File: src/rtl/march_c.sv
// March C memory-BIST controller for a 2**AW x DW single-port SRAM.
// Issues one op per clock and flags any read mismatch (sticky).
module march_c #(
  parameter int AW = 8,
  parameter int DW = 4
) (
  input  logic          clk,
  input  logic          rst,
  input  logic          en_in,
  input  logic [DW-1:0] dat_in,
  output logic [DW-1:0] dat_out,
  output logic [AW-1:0] addr_out,
  output logic          w_en_out,
  output logic          rst_done,
  output logic          fail
);

  typedef enum logic [3:0] {
    IDLE, E0, E1, E2, E3, E4, E5, E6, DONE
  } st_e;

  localparam logic [DW-1:0] D0 = '0;
  localparam logic [DW-1:0] D1 = '1;

  st_e           state_q;
  logic          ph_q;
  logic [AW-1:0] addr_q;
  logic [DW-1:0] dat_q;
  logic          wen_q;
  logic          done_q;
  logic          fail_q;

  assign dat_out  = dat_q;
  assign addr_out = addr_q;
  assign w_en_out = wen_q;
  assign rst_done = done_q;
  assign fail     = fail_q;

  function automatic logic is_down(input st_e s);
    return (s == E4) || (s == E5);
  endfunction

  function automatic logic two_op(input st_e s);
    return (s == E1) || (s == E2) || (s == E4) || (s == E5);
  endfunction

  function automatic st_e nxt(input st_e s);
    st_e n;
    n = DONE;
    unique case (s)
      E0:      n = E1;
      E1:      n = E2;
      E2:      n = E3;
      E3:      n = E4;
      E4:      n = E5;
      E5:      n = E6;
      default: n = DONE;
    endcase
    return n;
  endfunction

  // Reads are always the first op of an element; r1 only in E2/E5.
  logic [DW-1:0] exp_rd;
  logic [DW-1:0] wr2;
  logic [AW-1:0] last_a;
  logic          at_end;

  assign exp_rd = ((state_q == E2) || (state_q == E5)) ? D1 : D0;
  assign wr2    = ((state_q == E1) || (state_q == E4)) ? D1 : D0;
  assign last_a = is_down(state_q) ? '0 : '1;
  assign at_end = (addr_q == last_a);

  always_ff @(posedge clk or posedge rst) begin
    if (rst) begin
      state_q <= IDLE;
      ph_q    <= 1'b0;
      addr_q  <= '0;
      dat_q   <= '0;
      wen_q   <= 1'b0;
      done_q  <= 1'b0;
      fail_q  <= 1'b0;
    end else begin
      unique case (state_q)
        IDLE: begin
          done_q <= 1'b0;
          if (en_in) begin
            state_q <= E0;
            ph_q    <= 1'b0;
            addr_q  <= '0;
            dat_q   <= D0;
            wen_q   <= 1'b1;
            fail_q  <= 1'b0;
          end
        end
        DONE: begin
          if (!en_in) begin
            state_q <= IDLE;
            done_q  <= 1'b0;
          end
        end
        default: begin
          if (!en_in) begin
            state_q <= IDLE;
            ph_q    <= 1'b0;
            addr_q  <= '0;
            dat_q   <= '0;
            wen_q   <= 1'b0;
            done_q  <= 1'b0;
          end else begin
            if (!wen_q && (dat_in != exp_rd))
              fail_q <= 1'b1;
            if (two_op(state_q) && !ph_q) begin
              ph_q  <= 1'b1;
              wen_q <= 1'b1;
              dat_q <= wr2;
            end else if (at_end) begin
              ph_q  <= 1'b0;
              wen_q <= 1'b0;
              dat_q <= '0;
              if (state_q == E6) begin
                state_q <= DONE;
                addr_q  <= '0;
                done_q  <= 1'b1;
              end else begin
                state_q <= nxt(state_q);
                addr_q  <= is_down(nxt(state_q)) ? '1 : '0;
              end
            end else begin
              ph_q   <= 1'b0;
              wen_q  <= (state_q == E0);
              dat_q  <= '0;
              addr_q <= is_down(state_q) ? addr_q - 1'b1
                                         : addr_q + 1'b1;
            end
          end
        end
      endcase
    end
  end

endmodule

File: config.mk
export PLATFORM = sky130hd
export DESIGN_NAME = march_c
export DESIGN_NICKNAME = d
export VERILOG_FILES = /design/src/rtl/march_c.sv
export SDC_FILE = /design/constraint.sdc
export NUM_CORES = 1
export LEC_CHECK = 0
export ABC_AREA = 0
export CAP_MARGIN = 20
export CORE_MARGIN = 2
export CORE_UTILIZATION = 55
export CTS_CLUSTER_DIAMETER = 30
export DETAILED_ROUTE_END_ITERATION = 12
export PLACE_DENSITY = 0.87
export SLEW_MARGIN = 20
export SYNTH_ARGS = -nofsm -noshare
export SYNTH_HDL_FRONTEND = slang
export SYNTH_SLANG_ARGS = --single-unit
File: constraint.sdc
create_clock -name clk -period 5.25 [get_ports clk]
set_clock_uncertainty 0.05 [all_clocks]
set_input_delay 1.3125 -clock clk [delete_from_list [all_inputs] [get_ports clk]]
set_output_delay 1.3125 -clock clk [all_outputs]
set_load 0.01 [all_outputs]
# Yosys cells after proc, flatten, opt, wreduce, memory -nomap -nowiden
# Cells that the tools add are included.
[totals]
reg_bits = 20
latchBits = 0
ramBits = 0
rom_bits = 0
inputBits = 7
output_inout_bits = 15
word_cells = 92
memories = 0
[classes]
add_sub_neg = 2
n_mul = 0
div = 0
n_lt_le_gt_ge = 0
n_eq_ne = 17
shifts = 0
n_mux = 46
n_bitwise = 1
reduce_logical = 19
[op_table]
columns = ["cell", "count"]
rows = [
  ["4-bit 2-to-1 mux", 16],
  ["8-bit 2-to-1 mux", 8],
  ["4-bit by 3-bit == test with 1-bit output (second input constant)", 6],
  ["4-bit one-hot mux with 6 select lines", 1],
  ["4-bit one-hot mux with 2 select lines", 2],
  ["8-bit one-hot mux with 2 select lines", 1],
  ["1-bit 2-to-1 mux", 14],
  ["8-bit by 1-bit adder with 8-bit output (second input constant)", 1],
  ["4-bit by 2-bit == test with 1-bit output (second input constant)", 2],
  ["8-bit == test", 1],
  ["1-bit one-hot mux with 2 select lines", 4],
  ["4-bit AND reduction", 2],
  ["8-bit by 1-bit subtractor with 8-bit output (second input constant)", 1],
  ["1-bit logical OR", 7],
  ["3-bit by 1-bit != test with 1-bit output (second input constant)", 2],
  ["3-bit AND reduction", 2],
  ["4-bit by 1-bit == test with 1-bit output (second input constant)", 1],
  ["4-bit == test (second input constant)", 1],
  ["4-bit zero test", 1],
  ["2-bit != test (second input constant)", 2],
  ["4-bit != test", 1],
  ["3-bit by 2-bit != test with 1-bit output (second input constant)", 1],
  ["1-bit logical AND", 2],
  ["1-bit zero test", 2],
  ["other kinds (4)", 4],
]

# Longest topological paths before layout
[logic_depth]
depth_word = 16
mapped_depth = 10
ltp_nobuf = 8

# Least setup slack after synthesis
# No wires, ideal clock.
[synth_path]
kind = "reg-to-reg"
from = "reg state_q[1]"
to = "reg addr_q[0] (netlist: addr_out[0])"
setup_time_ns = 0.130
t_arrival_ns = 2.492
required_ns = 5.070
setup_slack_ns = 2.577
path_stages_with_launch = 11
path_buffers = 2
period_less_slack_ns = 2.673
path_cell_list = "dfrtp_1 buf_6 xnor2_1 nor2_1 ha_1 clkbuf_1 nand3_1 nor2_1 o21ai_1 o21bai_2 o21ai_1"
[synth_via]
elab_chain_len = 15
word_cells_on_any_way = 36
cone_classes = "13 x eq/ne; 14 x mux; 1 x bitwise; 8 x reduce/logical"
[synth_lines]
columns = ["item", "line", "source"]
rows = [
  ["start: declaration", "25", "st_e state_q;"],
  ["start signal: assignment", "125", "state_q <= nxt(state_q);"],
  ["4-bit by 3-bit == test with 1-bit output, or another cell as far along", "40, 44, 50", ""],
  ["4-bit one-hot mux with 6 select lines", "50", "unique case (s)"],
  ["4-bit 2-to-1 mux", "120", "if (state_q == E6) begin"],
  ["4-bit 2-to-1 mux", "116", "end else if (at_end) begin"],
  ["4-bit 2-to-1 mux", "112", "if (two_op(state_q) && !ph_q) begin"],
  ["4-bit 2-to-1 mux", "102", "if (!en_in) begin"],
  ["4-bit 2-to-1 mux", "83", "unique case (state_q)"],
  ["4-bit by 3-bit == test with 1-bit output", "40", "return (s == E4) || (s == E5);"],
  ["1-bit logical OR", "40", ""],
  ["8-bit 2-to-1 mux", "126", "addr_q <= is_down(nxt(state_q)) ? '1 : '0;"],
  ["8-bit 2-to-1 mux", "120", ""],
  ["8-bit 2-to-1 mux", "116", ""],
  ["8-bit 2-to-1 mux", "112", ""],
  ["8-bit 2-to-1 mux", "102", ""],
  ["8-bit one-hot mux with 2 select lines", "83", ""],
  ["end signal: assignment", "126", ""],
  ["end signal: assignment", "132", "addr_q <= is_down(state_q) ? addr_q - 1'b1"],
  ["end: declaration", "27", "logic [AW-1:0] addr_q;"],
]
# Several ways; a longest one is shown, not always the timed one. The select of a mux whose other input is x is not followed.
# A chain may end at the register's enable or synchronous reset.

# Worst setup path in the final report
[layout_path]
from = "reg state_q[2]"
to = "reg addr_q[7] (netlist: addr_out[7])"
# The elaborated chain is that of the path after synthesis.

==> metrics.txt <==
initial antenna violation count=0; final total power=0.247 mW; area of the multi-input gates=~880 µm²; Fin. Hold Viols=0; crit path DAT=3270 ps; Relative slew margins=between 50% and 60%; Crit. End Element=flip-flop; min Tclk post-route=~3100 ps; pwr dens=roughly 150 nW/µm²; unrepaired setup endpoints after global routing=false; clock buffer depth=2; Post-Synthesis Net Count=178; post-synthesis simple-gate area fraction=between 20 and 30%; Post-Synth Adder-Cell Area=6.85%; vias per inst=about 6.1; cts hold-fix bufs=0; Syn Area/Cell=approximately 8.5 µm²; xor and xnor area share after synthesis=approximately 3.8%; die width=~54 µm; postcts setup bufs=0; row cnt=18; Ports=22; fill count=between 200 and 250; Setup-failing EPs final=0; Area growth syn-to-layout=15.2%; first-pass GRT wire length=just over 5000 µm; Placer Congestion=0.921; Die H=roughly 54 µm; Final HPWL DP=between 2000 and 2500 µm; register area=425 µm²; H-tree lvl count=1; peak supply drop=between 150 and 200 µV; Yosys reg bits=17; Seq/Total Area, Yosys=approximately 31%; CTS tree=yes; Slew @ Worst Pin=662 ps; post-synthesis cell type count=52; nets@finish=around 190; initial DRC count=16; Post-synth ARST share=100%; n_diodes=0; Synth top area share=30.6%; grt total ovfl=0; Area contributors post-synth=dfrtp_1, nand2_1, ha_1; Initial Util=57.1%; critical path fanouts, max=11; CTS clock-pin slew for the worst setup and hold paths=about 100 ps; number of port buffers=21; fraction of layout cells with a size suffix above 1=between 6 and 7%; Max-Cap Viols=0; post-synthesis compound-gate area fraction=approximately 27%; largest area contributor in the netlist=dfrtp_1; period utilization=59.9%; Total GRT Usage=a little under a quarter; pin count of the biggest net entering global routing=18; CTS Buf Count=3; largest family of logic cells by synthesized area=compound AO/OA/AOI/OAI gates; vias in the first global route=1156; Placeable Area=approximately 2400 µm²; wire per inst=14.8 µm; Clock Latency Late Sink=290 ps; leakage power total=between 0.6 and 0.7 nW; Synthesis Warnings=0; setup TNS=0 ps; post-route antenna net violation count=0; count leader, synth=nand2_1; Startpoint Class=flip-flop; Worst EP required=~5400 ps; total length of routed wires=between 3000 and 4000 µm; post-synthesis mux area share=0%; # clock sinks=17; Hold Path Class=reg -> reg; fmax=between 0.3 and 0.4 GHz; DRC Markers=0; Root Driver=clkbuf_4; number of synthesized flops with an enable pin=0; Synth Cell Area=1390 µm²; Most used DFF post-synth=dfrtp_1; type of the worst setup path=reg -> reg; status=finished clean; Mapped Cells=~160; via count=around 1300; PostCTS Resize Cnt=0; Post-synth top cells=nand2_1, dfrtp_1, nor2_1; die area=2940 µm²; Max Slew Vio Count=0; DRT Pass-1 Iters=5
[flip-flops by register name, summed over array words and instances, names as in the netlist]
signal / cells
state_q: 4
fail: 1
dat_out: 1
addr_out: 8
ph_q: 1
rst_done: 1
w_en_out: 1
[worst max-delay path: stages, from the launching register on]
cell and delay [ps]:
dfrtp_1 530, or2b_1 340, nor2_1 520, ha_1 460
a21oi_1 400, nor2_1 70, a211o_1 290, nor4_1 270
o21ai_1 90
[cell families after synthesis]
family | count (synthesis)
xor gates and xnor gates | 6
DFF | 17
and+or+nand+nor | 68
buffers and inverters | 16
adders and majority gates | 7
AOI/OAI and AO/OA | 50
[final cells by class]
class	count	share of cell area [%]
multi-input combinational	131	55.1
inverter	5	1.17
tap	30	2.35
timing repair buffer	21	13.1
clock buffer	4	1.64
sequential	17	26.6
[path summary, 6_finish.rpt]
kind,startpoint,end,slack (ps),depth (start not counted)
setup reg to reg,state_q[2]$_DFFE_PP0P_,addr_out[7]$_DFFE_PP0P_,2100,8
max in group asynchronous,rst,addr_out[4]$_DFFE_PP0P_,3360,2
setup / recovery,state_q[2]$_DFFE_PP0P_,addr_out[7]$_DFFE_PP0P_,2100,8
hold / removal,ph_q$_DFFE_PP0P_,ph_q$_DFFE_PP0P_,450,2
min in group asynchronous,rst,state_q[2]$_DFFE_PP0P_,1350,2
hold reg to reg,ph_q$_DFFE_PP0P_,ph_q$_DFFE_PP0P_,450,2
[layer usage]
layer / vias to the layer above / GRT usage [%] / routed length, µm
met5: - / 0 / 0
met4: 0 / 6.67 / 36
met3: 4 / 4.37 / 127
met2: 35 / 38.4 / 1430
met1: 607 / 32.7 / 1480
li1: 622 / - / -
[power breakdown]
| part | internal, mW | switching (mW) |
|---|---|---|
| Combinational | 0.0174 | 0.0188 |
| Sequential | 0.134 | 0.00731 |
| Clock | 0.0294 | 0.0395 |
[per-stage QoR]
stage                     setup slack (ps)  area (µm²)  instances  utilization, %  hold WS (ps)
after floorplan                       2580        1390        164               -           397
after global placement                2120        1570        204            64.7           420
after detailed placement              2030        1570        204            64.7           424
after CTS                             2100        1600        208            65.8           454
after global routing                  1810        1600        208            65.8           507
final                                 2100        1600        208            65.8           452
[cells in the final DEF (no fill, tap or decap), types with 3 or more instances in the layout]
cell type,instances
a21oi_1,6
clkbuf_4,3
clkdlybuf4s50_1,21
dfrtp_1,17
ha_1,6
inv_1,5
nand2_1,22
nand3_1,6
nand3b_1,3
nor2_1,15
nor2b_1,3
o211ai_1,4
o21ai_0,7
o21ai_1,9
o31ai_1,3
xor2_1,4
(Power assumes the default switching activity.)
